==> src/rtl/count_seq_pkg.sv <==
// rtl/count_seq_pkg.sv - shared types and default constants for the count sequencer
//
// Contents:
//   seq_state_t  : controller state encoding (IDLE, CLEAR, RUN, DONE)
//   DEF_WIDTH    : default counter width
//   DEF_LEN_W    : default width of the programmed increment count
//   DEF_WRAP_W   : default width of the wrap-around statistic
package count_seq_pkg;

  localparam int DEF_WIDTH  = 3;
  localparam int DEF_LEN_W  = 8;
  localparam int DEF_WRAP_W = 4;

  typedef enum logic [1:0] {
    IDLE  = 2'd0,
    CLEAR = 2'd1,
    RUN   = 2'd2,
    DONE  = 2'd3
  } seq_state_t;

endpackage

==> src/rtl/count_seq_dp.sv <==
// rtl/count_seq_dp.sv - up-counter datapath with clear/enable and optional wrap statistic
//
// Optional feature macro: COUNT_SEQ_WRAP_STAT_EN (wrap statistic register built
// only when defined; otherwise wraps is tied to zero).
//
// Ports:
//   clk      in   rising-edge clock
//   reset_n  in   asynchronous active-low reset
//   clr      in   synchronous clear of count (and wraps)
//   en       in   increment enable
//   count    out  WIDTH-bit counter value
//   wraps    out  WRAP_W-bit saturating wrap-around count
module count_seq_dp
  import count_seq_pkg::*;
#(
  parameter int WIDTH  = DEF_WIDTH,
  parameter int WRAP_W = DEF_WRAP_W
) (
  input  logic              clk,
  input  logic              reset_n,
  input  logic              clr,
  input  logic              en,
  output logic [WIDTH-1:0]  count,
  output logic [WRAP_W-1:0] wraps
);

  // Clear wins over enable; the controller never asserts both together.
  always_ff @(posedge clk or negedge reset_n) begin
    if (!reset_n) begin
      count <= '0;
    end else if (clr) begin
      count <= '0;
    end else if (en) begin
      count <= count + 1'b1;
    end
  end

`ifdef COUNT_SEQ_WRAP_STAT_EN
  logic wrap_hit;

  // A wrap is the increment that takes the all-ones value back to zero.
  assign wrap_hit = en && (count == '1);

  always_ff @(posedge clk or negedge reset_n) begin
    if (!reset_n) begin
      wraps <= '0;
    end else if (clr) begin
      wraps <= '0;
    end else if (wrap_hit && (wraps != '1)) begin
      wraps <= wraps + 1'b1;
    end
  end
`else
  assign wraps = '0;
`endif

endmodule

==> src/rtl/count_seq_ctrl.sv <==
// rtl/count_seq_ctrl.sv - sequencer that clears a counter then issues LEN enables
//
// Optional feature macro: COUNT_SEQ_WRAP_STAT_EN (enables the wrap statistic in
// the datapath; when undefined wraps reads zero).
//
// Ports:
//   clk      in   rising-edge clock
//   reset_n  in   asynchronous active-low reset
//   start    in   sequence request, sampled only in IDLE
//   len      in   number of increments, latched on accepted start
//   pause    in   level, freezes counting while high in RUN
//   abort    in   level, terminates the sequence (highest priority)
//   busy     out  high in CLEAR and RUN
//   done     out  one-cycle pulse on normal completion
//   aborted  out  one-cycle pulse in the first IDLE cycle after an abort
//   cnt_en   out  enable currently driven to the counter
//   count    out  counter value
//   wraps    out  saturating count of counter wrap-arounds
module count_seq_ctrl
  import count_seq_pkg::*;
#(
  parameter int WIDTH  = DEF_WIDTH,
  parameter int LEN_W  = DEF_LEN_W,
  parameter int WRAP_W = DEF_WRAP_W
) (
  input  logic              clk,
  input  logic              reset_n,
  input  logic              start,
  input  logic [LEN_W-1:0]  len,
  input  logic              pause,
  input  logic              abort,
  output logic              busy,
  output logic              done,
  output logic              aborted,
  output logic              cnt_en,
  output logic [WIDTH-1:0]  count,
  output logic [WRAP_W-1:0] wraps
);

  seq_state_t       state;
  logic [LEN_W-1:0] remaining;
  logic             clr;

  // The counter enable must follow pause/abort in the same cycle, so it is
  // decoded from state rather than registered like the other outputs.
  assign cnt_en = (state == RUN) && !abort && !pause;
  assign clr    = (state == CLEAR);

  // busy/done/aborted are registered alongside the state so they line up
  // exactly with the state they describe.
  always_ff @(posedge clk or negedge reset_n) begin
    if (!reset_n) begin
      state     <= IDLE;
      remaining <= '0;
      busy      <= 1'b0;
      done      <= 1'b0;
      aborted   <= 1'b0;
    end else begin
      done    <= 1'b0;
      aborted <= 1'b0;
      case (state)
        IDLE: begin
          if (start) begin
            if (len != '0) begin
              remaining <= len;
              state     <= CLEAR;
              busy      <= 1'b1;
            end else begin
              // Zero-length request completes immediately without counting.
              state <= DONE;
              done  <= 1'b1;
            end
          end
        end

        CLEAR: begin
          // The clear itself happens this cycle regardless of abort.
          if (abort) begin
            state   <= IDLE;
            busy    <= 1'b0;
            aborted <= 1'b1;
          end else begin
            state <= RUN;
          end
        end

        RUN: begin
          if (abort) begin
            state   <= IDLE;
            busy    <= 1'b0;
            aborted <= 1'b1;
          end else if (!pause) begin
            remaining <= remaining - 1'b1;
            if (remaining == LEN_W'(1)) begin
              state <= DONE;
              busy  <= 1'b0;
              done  <= 1'b1;
            end
          end
        end

        DONE: begin
          // start is deliberately not sampled here.
          state <= IDLE;
        end

        default: begin
          state <= IDLE;
          busy  <= 1'b0;
        end
      endcase
    end
  end

  count_seq_dp #(
    .WIDTH  (WIDTH),
    .WRAP_W (WRAP_W)
  ) u_dp (
    .clk     (clk),
    .reset_n (reset_n),
    .clr     (clr),
    .en      (cnt_en),
    .count   (count),
    .wraps   (wraps)
  );

endmodule

==> config.mk <==
export PLATFORM = sky130hd
export DESIGN_NAME = count_seq_ctrl
export DESIGN_NICKNAME = d
export VERILOG_FILES = /design/src/rtl/count_seq_pkg.sv /design/src/rtl/count_seq_dp.sv /design/src/rtl/count_seq_ctrl.sv
export SDC_FILE = /design/constraint.sdc
export NUM_CORES = 1
export LEC_CHECK = 0
export CORE_MARGIN = 5
export CORE_UTILIZATION = 35
export CTS_CLUSTER_SIZE = 40
export DETAILED_ROUTE_END_ITERATION = 6
export MAX_ROUTING_LAYER = met4
export SLEW_MARGIN = 20
export SYNTH_ARGS = -nofsm -noshare
export SYNTH_HDL_FRONTEND = slang
export SYNTH_SLANG_ARGS = --single-unit
export TNS_END_PERCENT = 50
==> constraint.sdc <==
create_clock -name clk -period 5.96 [get_ports clk]
set_input_delay 0.596 -clock clk [delete_from_list [all_inputs] [get_ports clk]]
set_output_delay 0.596 -clock clk [all_outputs]
set_load 0.02 [all_outputs]
==> impl_metrics.ini <==
[cts]
holdBufCountCts = 0
clock_tree_from_tritoncts = built
clock_insertion_delay_worst_skew_ns = 0.28
numClockSinks = 16
cts-root-to-sink-buffers = 2
worst_setup_hold_path_clk_slew_ns = 0.09
cts_inserted_buffers = 3
cts_repair_resize_count = 0
postCtsSetupBuffers = 0
cts-root-buf = sky130_fd_sc_hd__clkbuf_4
ctsHtreeMaxLevel = 1

[setup_path]
reg2reg_depth = 5
cp_cell_sequence = clkdlybuf4s50_1 -> nor2_1 -> nand2_1 -> inv_1 -> clkdlybuf4s50_1
timing.critical_path.slowest_stage_cell = sky130_fd_sc_hd__clkdlybuf4s50_1
timing.rr.start = state[0]
cp.required_ns = 5.36
crit_type = input pin to output pin
slowest_delay_ns = 0.60
crit_arrival_ns = 2.55
cp-start-kind = input pin
worstPathMaxFanout = 9
worst_setup_path_startpoint = pause
worst_setup_path_end_kind = output pin
crit_top_cell = sky130_fd_sc_hd__clkdlybuf4s50_1

[sta]
worst-slew-pin-transition_ns = 0.762
worst_slew_margin_rel = 0.490
hold_viol = 0
fmax_ghz = 0.318
finalCritPeriodShare = 0.528
final_period_minus_worst_setup_slack_ns = 3.15
unrepaired_setup_endpoints_after_global_routing = false
timing.final.max_slew_violations = 0
finalSetupViolCount = 0
fin_ws_ns = 2.81
finalClockSkew_ns = 0.00437
total_negative_setup_slacks_ns = 0
holdWs_ns = 0.528

[routing]
route.detailed.drc = 0
detail-route-antenna-nets = 0
wl_per_instance_um = 14.4
detailroute.via_count = 1056
drtIter0Drc = 62
detail_route.wirelength_mm = 2.74
vias_cell = 5.56
first_pass_iters = 4

[place]
finalWeightedCongestion = 0.813
post-place-ws_ns = 2.83
postPlaceCellArea_mm2 = 0.00135
port_buffers = 19
dp_hpwl_mm = 2.11

[power]
power.share.switching = 0.444
finalPower_uw = 577
power.share.sequential = 0.350
p_clk_frac = 0.099
cellPowerDensity_mw_per_mm2 = 419
total_switching_power_uw = 256
pwr-share-comb = 0.551
leakagePower_uw = 0.000563
cellInternalPower_uw = 321
vdd.ir_drop.worst_uv = 149

[yosys]
netlist_top_cells_area = sky130_fd_sc_hd__dfrtp_1 35%, sky130_fd_sc_hd__ha_1 7.6%, sky130_fd_sc_hd__a21oi_1 3.9%
synth_top_area_cell = sky130_fd_sc_hd__dfrtp_1
postSynthCellCount = 130
synthesis.area_per_instance_um2 = 8.83
synth_area_mm2 = 0.00115
number_of_distinct_standard_cells_referenced_by_the_synthesized_netlist = 41
ys.warnings.count = 0
yosysMostFrequentCell = sky130_fd_sc_hd__dfrtp_1
postSynthRegisterBits = 16
synth.top_cells.by_count = 16 x sky130_fd_sc_hd__dfrtp_1, 12 x sky130_fd_sc_hd__nor2_1, 10 x sky130_fd_sc_hd__nand2_1
synth-async-reset-ratio = 1.00
synthDominantCellAreaShare = 0.349
synth_enable_flop_cells = 0
synthFlopType = sky130_fd_sc_hd__dfrtp_1
synth_seq_area_share = 0.349

[die]
design.die.area_mm2 = 0.00452
initial_core_util = 0.370
core_area_mm2 = 0.00310
floorplan.die.height_um = 67.3
floorplan.rows = 20
floorplan.io_pins = 24
fp.dieW_um = 67.3

[worst_hold_path]
worst_hold_path_type = flop to flop
worstHoldPathCells = 1
worstHoldStart = busy

[run_status]
run_status = complete, no violations

[global_routing]
grt_pass1_wl_mm = 4.69
grt_overflow = 0
largest_net_degree_at_the_start_of_global_routing = 24
grt_pass1_vias = 997
grt_use_total = 0.138
number_of_antenna_violations_at_the_first_check_in_global_routing = 0

[flow_run]
timing.max_cap.violations = 0

[layout]
finish.net_count = 168
final_design_area_no_fill_mm2 = 0.00138
drive_above_1_share = 0.0479
antenna-diode-count = 0
syn_to_final_growth_pct = 20.0
==> routing by layer <==
layer | track usage | vias to the layer above | routed length, um
met3 | 0.0200 | 5 | 156
met2 | 0.201 | 40 | 1150
li1 | - | 512 | -
met1 | 0.189 | 499 | 1380
met4 | 0.0633 | 0 | 47
met5 | - | - | 0
==> placed cells by master (no fill, tap or decap), types with 4 or more instances in the layout <==
cell type,synthesis,layout
sky130_fd_sc_hd__dfrtp_1,16,16
sky130_fd_sc_hd__nor2_1,12,12
sky130_fd_sc_hd__ha_1,7,7
sky130_fd_sc_hd__a21oi_1,9,9
sky130_fd_sc_hd__inv_1,7,7
sky130_fd_sc_hd__conb_1,1,4
sky130_fd_sc_hd__o21ai_0,4,4
sky130_fd_sc_hd__a31oi_1,4,4
sky130_fd_sc_hd__clkdlybuf4s50_1,0,19
sky130_fd_sc_hd__nand2_1,10,10
sky130_fd_sc_hd__nand3_1,8,8
==> final cells by class <==
cell class / instances / area, um^2
flip-flops and latches: 16 / 400
well taps: 44 / 55.1
clock buffers: 3 / 22.5
repair buffers: 19 / 190
multi-input cells: 101 / 682
fillers: 342 / 1730
inverters: 7 / 26.3
==> registers in the layout (all words and copies together) (netlist names) <==
signal,flops
remaining,8
done,1
state,2
u_dp.count,3
aborted,1
busy,1
==> per-stage QoR <==
| stage | util | instances |
|---|---|---|
| detailed placement | 0.436 | 187 |
| finish | 0.444 | 190 |
| global route | 0.444 | 190 |
| CTS | 0.444 | 190 |
| global placement | 0.436 | 187 |
| floorplan | - | 133 |
==> critical path, delay by kind of cell <==
family                 cells  cell delay (ns)
buffers and inverters      3             1.25
AND/OR/NAND/NOR            2             0.71
==> path summary, 6_finish.rpt <==
path | endpoint | slack (ns)
max reg2reg | remaining[6] | 3.67
min | busy | 0.53
min in group asynchronous | busy | 0.75
max | cnt_en | 2.81
max in group asynchronous | remaining[6] | 4.73
min reg2reg | busy | 0.53
==> power by group through the flow <==
stage | registers [uW] | logic [uW] | clock network, uW
finish | 202 | 318 | 56.9
global placement | 202 | 315 | 0
global route | 210 | 360 | 67.9
detailed placement | 204 | 318 | 0
CTS | 202 | 319 | 61.2
floorplan | 205 | 230 | 0
==> cells by family after synthesis <==
logic type | after synthesis | synth area share
xor+xnor | 2 | 0.0153
flops | 16 | 0.349
buf+inv | 16 | 0.0665
simple gates | 47 | 0.231
other cells | 1 | 0.00327
compound gates | 41 | 0.258
fa+ha+maj | 7 | 0.0763
(Power assumes the default switching activity.)
==> edit: new RTL, config.mk and constraints unchanged <==
Register the output `count`, without a reset; this adds one clock of latency there. The other outputs are not delayed to match.
--- a/src/rtl/count_seq_ctrl.sv
+++ b/src/rtl/count_seq_ctrl.sv
@@ -36,6 +36,8 @@
   output logic [WIDTH-1:0]  count,
   output logic [WRAP_W-1:0] wraps
 );
+
+  logic [WIDTH-1:0] count_d;
 
   seq_state_t       state;
   logic [LEN_W-1:0] remaining;
@@ -120,9 +122,13 @@
     .reset_n (reset_n),
     .clr     (clr),
     .en      (cnt_en),
-    .count   (count),
+    .count   (count_d),
     .wraps   (wraps)
   );
 
+  always_ff @(posedge clk) begin
+    count <= count_d;
+  end
+
 endmodule
 
Check against the original RTL: not equivalent (a bounded check fails within 4 cycles, from zero or initial values and one cycle with reset_n low).
==> edit against the original RTL <==
  * Synthesized area rose by 7.4%
  * Synthesized cell count fell by 1.5%
  * Sequential cell count rose by 3
  * Largest cell class unchanged
  * Combinational power increased by 2%
  * Utilization shrank 1.1 points
  * Power up 7.9%
  * Via count down 5.0%
  * Non-clock buffer count stayed put
  * Design area grew 5.6%
  * Worst setup slack got worse by 0.11 ns
  * Register-to-register slack got worse by 0.37 ns
  * Die area is 6.3% higher
  * Routed wire length grew 1.3%
==> edit: results (changes against the original RTL) <==
First-pass GRT wire length: 4840 µm (+3.2%)
H-tree level count: 1 (unchanged)
Initial drt markers: 49 (-21%)
Synth top cells by count: 16 x dfrtp_1, 12 x nor2_1, 10 x inv_1
Vias: 1003 (-5.0%)
Worst slew margin: 0.500 (+0.00935)
Sequential element share of the synthesized area: 0.374 (+0.0246)
Leakage dissipation: 0.000574 µW (+2.0%)
Status: complete, no violations
Final hold violation count: 0 (unchanged)
Clock skew: 0.00788 ns (+0.00351 ns)
Cts bufs inserted: 3 (unchanged)
Largest registers: remaining (8), count (3), u_dp.count (3)
Placement Setup Slack: 3.05 ns (+0.218 ns)
Worst path arrival time: 2.66 ns (+0.11 ns)
Clock transition at the registers of the reported paths: 0.12 ns (+0.03 ns)
FFs w/ async S/R, synth: 0.842 (-0.158)
Top cells by area, synth: dfrtp_1 32%, ha_1 7.1%, dfxtp_1 4.9%, nor2_1 3.7%, inv_1 3.0%
Antenna diode count: 0 (unchanged)
Post-DR wirelength/cell: 14.5 µm (+0.75%)
Drt first pass iters: 4 (unchanged)
Yosys Warn Count: 0 (unchanged)
Clk root buf: clkbuf_4
Netlist cell types: 46 (+12%)
Deepest clock path buffer count: 2 (unchanged)
CP Max Fanout: 23 (+14)
Initial antenna violation count: 0 (unchanged)
IO Port Bufs: 19 (unchanged)
GPL Wtd Cong: 0.920 (+13%)
Synth Flop Type: dfrtp_1
Net count, final: 166 (-1.2%)
Largest net degree at the start of global routing: 24 (unchanged)
CP max-delay cell: clkdlybuf4s50_1
Tightest Hold Check Type: reg2reg
Worst vdd ir: 229 µV (+53%)
Postcts setup bufs: 0 (unchanged)
Family with the most delay on the worst path: buffers and inverters
Largest stage delay, worst path: 0.69 ns (+0.09 ns)
Tot GR Track Use: 0.127 (-0.0114)
Fraction of layout cells with a size suffix above 1: 0.124 (+0.0762)
CTS resizes: 0 (unchanged)
DP HPWL: 2150 µm (+1.7%)
Clock Latency Late Sink: 0.31 ns (+0.03 ns)
==> edit: cell families after synthesis <==
logic type	count (synthesis)	synth area share
other	1	0.00304
AO/OA/AOI/OAI	32	0.186
AND/OR/NAND/NOR	44	0.235
buffers and inverters	19	0.0853
adder cells (fa/ha/maj)	7	0.0711
flip-flops	19	0.374
XOR/XNOR	3	0.0213
multiplexers	3	0.0254
==> edit: area by class of cell <==
| cell class | instances | area (µm²) |
|---|---|---|
| Multi-Input combinational cell | 93 | 678 |
| Sequential cell | 19 | 460 |
| Inverter | 10 | 37.5 |
| Fill cell | 345 | 1910 |
| Tap cell | 46 | 57.6 |
| Clock buffer | 3 | 22.5 |
| Timing Repair Buffer | 19 | 190 |
| Clock inverter | 1 | 7.51 |
==> edit: stage by stage <==
step	power (µW)	area, µm²	hold slack, ns	utilization	cells
5_1_grt	684	1450	0.442	0.432	191
6_report	623	1450	0.420	0.432	191
3_3_place_gp	552	1420	0.378	0.423	187
4_1_cts	629	1450	0.435	0.432	191
3_5_place_dp	555	1420	0.401	0.423	187
2_1_floorplan	473	1240	0.300	-	131
==> edit: final timing paths <==
check | from | end | slack (ns) | cells past startpoint
worst min-delay path | u_dp.count[2]$_DFFE_PN0P_ | count[2]$_DFF_P_ | 0.42 | 0
worst max-delay path | state[0]$_DFFE_PN0P_ | cnt_en | 2.71 | 4
worst min register to register | u_dp.count[2]$_DFFE_PN0P_ | count[2]$_DFF_P_ | 0.42 | 0
min in group asynchronous | reset_n | state[0]$_DFFE_PN0P_ | 0.69 | 1
worst max register to register | state[0]$_DFFE_PN0P_ | remaining[2]$_DFFE_PN0P_ | 3.30 | 6
max in group asynchronous | reset_n | remaining[2]$_DFFE_PN0P_ | 4.82 | 1
==> edit: report_power, final <==
part / switching, µW / internal, µW / total (µW)
Combinational: 176 / 148 / 324
Sequential: 53.4 / 177 / 230
Clock: 43.6 / 25.6 / 69.2
Total: 273 / 350 / 623
==> edit: routing by layer <==
layer	up-vias	part of all wire	wire [µm]	GRT usage
met5	-	0	0	-
met4	0	0.0036	10	0.0390
met3	2	0.044	123	0.0246
met2	34	0.49	1360	0.200
met1	472	0.46	1280	0.164
li1	495	-	-	-
